<file path="config.mk">
export PLATFORM = sky130hd
export DESIGN_NAME = la_cellbist5
export DESIGN_NICKNAME = d
export VERILOG_FILES = /design/src/rtl/la_cellbist5.sv
export SDC_FILE = /design/constraint.sdc
export NUM_CORES = 1
export LEC_CHECK = 0
export BUFFER_PORTS_ARGS = -buffer_cell sky130_fd_sc_hd__buf_2
export CORE_ASPECT_RATIO = 1.1
export CORE_MARGIN = 2
export CORE_UTILIZATION = 40
export DETAILED_ROUTE_END_ITERATION = 10
export PLACE_DENSITY_LB_ADDON = 0.12
export SYNTH_ARGS = -nofsm -noshare
export SYNTH_HDL_FRONTEND = slang
export SYNTH_SLANG_ARGS = --single-unit
</file>
<file path="constraint.sdc">
create_clock -name clk -period 3.06 [get_ports clk]
set_clock_uncertainty 0.1 [all_clocks]
set_input_delay 0.306 -clock clk [delete_from_list [all_inputs] [get_ports clk]]
set_output_delay 0.306 -clock clk [all_outputs]
set_load 0.1 [all_outputs]
</file>
<file path="src/rtl/la_cellbist5.sv">
// Exhaustive BIST for one 5-input cell: drives a registered 0..31 sweep,
// compares the (optionally pipelined) cell response against TRUTH and logs results.
module la_cellbist5 #(
    parameter string       PROP  = "DEFAULT",
    parameter logic [31:0] TRUTH = 32'h01FF_FFFF,
    parameter int unsigned LAT   = 1
) (
    input  logic       clk,
    input  logic       reset,
    input  logic       start,
    output logic [4:0] stim,
    input  logic       resp,
    output logic       busy,
    output logic       done,
    output logic       pass,
    output logic [5:0] errcnt,
    output logic [4:0] firstfail,
    output logic       failvalid
);

    localparam int unsigned PD   = (LAT == 0) ? 1 : LAT;
    localparam int unsigned LAST = PD - 1;
    localparam logic [4:0]  IDX_MAX = 5'd31;

    typedef enum logic [1:0] {S_IDLE, S_RUN, S_DRAIN, S_DONE} state_e;

    // PROP only carries implementation hints through the hierarchy
    if (PROP == "") begin : g_prop_empty
    end

    state_e      state_q, state_d;
    logic [4:0]  stim_q, stim_d;
    logic [5:0]  errcnt_q, errcnt_d;
    logic [4:0]  firstfail_q, firstfail_d;
    logic        failvalid_q, failvalid_d;
    logic        busy_q, busy_d;
    logic        done_q, done_d;
    logic        pass_q, pass_d;
    logic [PD-1:0] pv_q, pv_d;
    logic [4:0]  pidx_q [PD];
    logic [4:0]  pidx_d [PD];

    logic        sweep_start;
    logic        pipe_busy;
    logic        cmp_v;
    logic [4:0]  cmp_idx;
    logic        mismatch;

    assign sweep_start = start && ((state_q == S_IDLE) || (state_q == S_DONE));

    // Valid entries still behind the final compare stage
    always_comb begin
        pipe_busy = 1'b0;
        for (int unsigned i = 0; i < LAST; i++) begin
            pipe_busy = pipe_busy | pv_q[i];
        end
    end

    // State register plus all datapath flops
    always_ff @(posedge clk) begin
        if (reset) begin
            state_q     <= S_IDLE;
            stim_q      <= '0;
            errcnt_q    <= '0;
            firstfail_q <= '0;
            failvalid_q <= 1'b0;
            busy_q      <= 1'b0;
            done_q      <= 1'b0;
            pass_q      <= 1'b0;
            pv_q        <= '0;
            for (int unsigned i = 0; i < PD; i++) begin
                pidx_q[i] <= '0;
            end
        end else begin
            state_q     <= state_d;
            stim_q      <= stim_d;
            errcnt_q    <= errcnt_d;
            firstfail_q <= firstfail_d;
            failvalid_q <= failvalid_d;
            busy_q      <= busy_d;
            done_q      <= done_d;
            pass_q      <= pass_d;
            pv_q        <= pv_d;
            for (int unsigned i = 0; i < PD; i++) begin
                pidx_q[i] <= pidx_d[i];
            end
        end
    end

    // Next-state logic
    always_comb begin
        state_d = state_q;
        case (state_q)
            S_IDLE, S_DONE: if (start) state_d = S_RUN;
            S_RUN: begin
                if (stim_q == IDX_MAX) state_d = (LAT == 0) ? S_DONE : S_DRAIN;
            end
            S_DRAIN: if (!pipe_busy) state_d = S_DONE;
            default: state_d = S_IDLE;
        endcase
    end

    // Sweep counter, compare pipeline and result accumulation
    always_comb begin
        stim_d      = stim_q;
        errcnt_d    = errcnt_q;
        firstfail_d = firstfail_q;
        failvalid_d = failvalid_q;
        pv_d        = '0;
        pv_d[0]     = (state_q == S_RUN);
        pidx_d[0]   = stim_q;
        for (int unsigned i = 1; i < PD; i++) begin
            pv_d[i]   = pv_q[i-1];
            pidx_d[i] = pidx_q[i-1];
        end

        // Zero latency compares the live stimulus against the same-cycle response
        cmp_v    = (LAT == 0) ? (state_q == S_RUN) : pv_q[LAST];
        cmp_idx  = (LAT == 0) ? stim_q : pidx_q[LAST];
        mismatch = cmp_v && (resp != TRUTH[cmp_idx]);

        if (sweep_start) begin
            stim_d      = '0;
            errcnt_d    = '0;
            firstfail_d = '0;
            failvalid_d = 1'b0;
        end else begin
            if ((state_q == S_RUN) && (stim_q != IDX_MAX)) begin
                stim_d = stim_q + 5'd1;
            end
            if (mismatch) begin
                errcnt_d = errcnt_q + 6'd1;
                if (!failvalid_q) begin
                    firstfail_d = cmp_idx;
                    failvalid_d = 1'b1;
                end
            end
        end
    end

    // Registered status outputs derived from the next state
    always_comb begin
        busy_d = (state_d == S_RUN) || (state_d == S_DRAIN);
        done_d = (state_d == S_DONE);
        pass_d = done_d && (errcnt_d == 6'd0);
    end

    assign stim      = stim_q;
    assign busy      = busy_q;
    assign done      = done_q;
    assign pass      = pass_q;
    assign errcnt    = errcnt_q;
    assign firstfail = firstfail_q;
    assign failvalid = failvalid_q;

endmodule

</file>
==> impl_metrics.json <==
{
  "fin_crit_sh_pct": 83.5,
  "hold_path.startpoint": "reset",
  "hold_violations": 0,
  "drt_iter0_markers": 34,
  "synth_area_leaders": "dfxtp_1 (45%), ha_1 (6.0%), nor2b_1 (5.0%)",
  "die_x_microns": 57.3,
  "crit_type": "reg2reg",
  "drive_gt1_share_pct": 22.3,
  "final_cells": 191,
  "ys_async_sr_fraction_pct": 0,
  "drt_wl_total_microns": 2300,
  "grt_pass1_vias": 947,
  "layout.nets": 168,
  "p_per_area_nw_per_um2": 488,
  "tightest_slew_ps": 782,
  "grt_pass1_wl_microns": 4140,
  "status": "finished, final reports clean",
  "slowest_stage": "nor2b_1",
  "cts_tree": "yes",
  "overflow": 0,
  "required_ps": 3210,
  "drc_errors": 0,
  "dieArea_sq_um": 3590,
  "core-area_sq_um": 3020,
  "maxClockFrequency_mhz": 391,
  "r2r-start": "stim[0]$_SDFFE_PP0P_",
  "yosys_warnings": 0,
  "cp_cell_sequence": "ha_1, and3_1, ha_1, nor2b_1, a211oi_1, a21oi_1, ha_1, nor2b_1, o21ai_0, nor4b_2",
  "initial_core_util_pct": 41.4,
  "die_h_microns": 62.6,
  "cp-startpoint": "stim[0]$_SDFFE_PP0P_",
  "num_antenna_cells": 0,
  "gp_congestion": 0.822,
  "tns_ps": 0,
  "setup_viol": 0,
  "grt.total_usage_pct": 14.3,
  "syn_inst": 134,
  "h-tree-depth": 1,
  "yosysTopAreaCell": "dfxtp_1",
  "worst_setup_path_start_kind": "flip-flop",
  "portBuffers": 23,
  "leakage_nw": 0.591,
  "synth.most_common_cell": "dfxtp_1",
  "synthFlopType": "dfxtp_1",
  "io_pins": 24,
  "relSlewSlack_pct": 47.1,
  "worstSkewPairLatency_ps": 320,
  "period_needed_ps": 2550,
  "hold_class": "in2reg",
  "cpMostUsedCell": "ha_1",
  "syn_area_sq_um": 1250,
  "syn_to_final_growth_pct": 15.5,
  "grt_max_degree": 17,
  "cp.arrival_ps": 2700,
  "wl_per_cell_microns": 12.0,
  "post_cts_buffers": 0,
  "seq_area_frac_synth_pct": 44.8,
  "synth_common_cells": "dfxtp_1 (28), nor2_1 (14), nand2_1 (12)",
  "cts_root_buffer": "clkbuf_4",
  "pre_cts_ws_ps": 528,
  "syn_avg_cell_area_sq_um": 9.33,
  "via_count": 983,
  "slowest_delay_ps": 410,
  "ant_nets": 0,
  "cap_violations": 0,
  "rsz0062_at_grt": "no",
  "cts_resized": 0,
  "clkSlewWorstSetupHoldPaths_ps": 150,
  "avgViaCountPerCell": 5.15,
  "synthDistinctLibCells": 36,
  "vdd_ir_drop_max_mv": 0.288,
  "drt_first_pass_iters": 4,
  "cts_buffers": 3,
  "syn_nets": 144,
  "drv_slew": 0,
  "synth.top_cell.area_share_pct": 44.8,
  "antenna_found_initial": 0,
  "holdBufCountCts": 0,
  "rows": 21,
  "end_kind": "flip-flop",
  "layout_setup_ws_ps": 505,
  "synth_enable_flop_cells": 0,
  "p_total_mw": 0.704,
  "cp_max_fo": 6,
  "clock-sinks": 28,
  "dp.cells": 187,
  "hpwl_microns": 1800,
  "ys_ff_latch": 28,
  "clk_path_buf_depth": 2
}
state kept, by name, summed over array words and instances, names as in the netlist:
signal,flops
busy,1
cmp_v,1
done,1
errcnt,6
failvalid,1
firstfail,5
pass,1
pidx_q,5
state_q,2
stim,5
cells in the final DEF (no fill, tap or decap), types with 2 or more instances in the layout:
master,netlist,layout
a21oi_1,10,10
o21ai_0,7,7
a21boi_0,2,2
nor3_1,5,5
inv_1,5,5
nand4_1,4,4
nand2_1,12,12
nor2b_1,10,10
xor2_1,2,2
xnor2_1,2,2
nor2_1,14,14
dfxtp_1,28,28
ha_1,6,6
buf_2,1,23
mux2i_1,3,3
clkbuf_4,0,3
critical path, delay by kind of cell, from the launching register on:
family	cells	cell delay, ps
flip-flops	1	380
AO/OA/AOI/OAI	3	440
AND/OR/NAND/NOR	4	980
adder cells (fa/ha/maj)	3	570
final cells by class:
cell class              count  area, sq um
clock buffers               3         22.5
clock inverters             1         30.0
fillers                   309         1580
inverters                   5         18.8
multi-input cells          97          654
flip-flops and latches     28          561
well taps                  34         42.5
repair buffers             23          115
per-layer routing:
| layer | track usage (%) | vias up | wire, microns |
|---|---|---|---|
| met5 | 0 | - | 0 |
| met4 | 5.23 | 0 | 19 |
| met3 | 2.07 | 2 | 67 |
| met2 | 23.0 | 14 | 1140 |
| met1 | 19.3 | 449 | 1070 |
| li1 | - | 518 | - |
where the power goes:
part           internal (mW)  switching (mW)  total (mW)
sequential             0.372         0.00711       0.379
clock                  0.132           0.104       0.237
combinational         0.0240          0.0645      0.0885
metrics by stage:
stage | utilization [%] | cell area [sq um] | hold slack, ps
floorplan | - | 1250 | 278
detailed placement | 46.0 | 1390 | 366
finish | 47.8 | 1440 | 224
CTS | 47.8 | 1440 | 205
global route | 47.8 | 1440 | 228
global placement | 46.0 | 1390 | 360
path summary, 6_finish.rpt:
path / cells after the start / slack (ps) / to
worst min register to register: 2 / 380 / firstfail[4]$_SDFFE_PP0P_
worst max register to register: 10 / 510 / pass$_SDFF_PP0_
worst min-delay path: 2 / 220 / pidx_q[0][3]$_SDFF_PP0_
worst max-delay path: 10 / 510 / pass$_SDFF_PP0_
cells by family (layout without fill, tap and decap cells):
kind of cell | count (synthesis) | in the layout | share of synthesized area (%)
compound gates | 26 | 26 | 15.7
xor+xnor | 4 | 4 | 2.80
mux | 3 | 3 | 2.40
simple gates | 58 | 58 | 25.4
flops | 28 | 28 | 44.8
fa+ha+maj | 6 | 6 | 6.01
buf+inv | 9 | 32 | 2.80
Note: power is estimated with default switching activity, not from simulation.
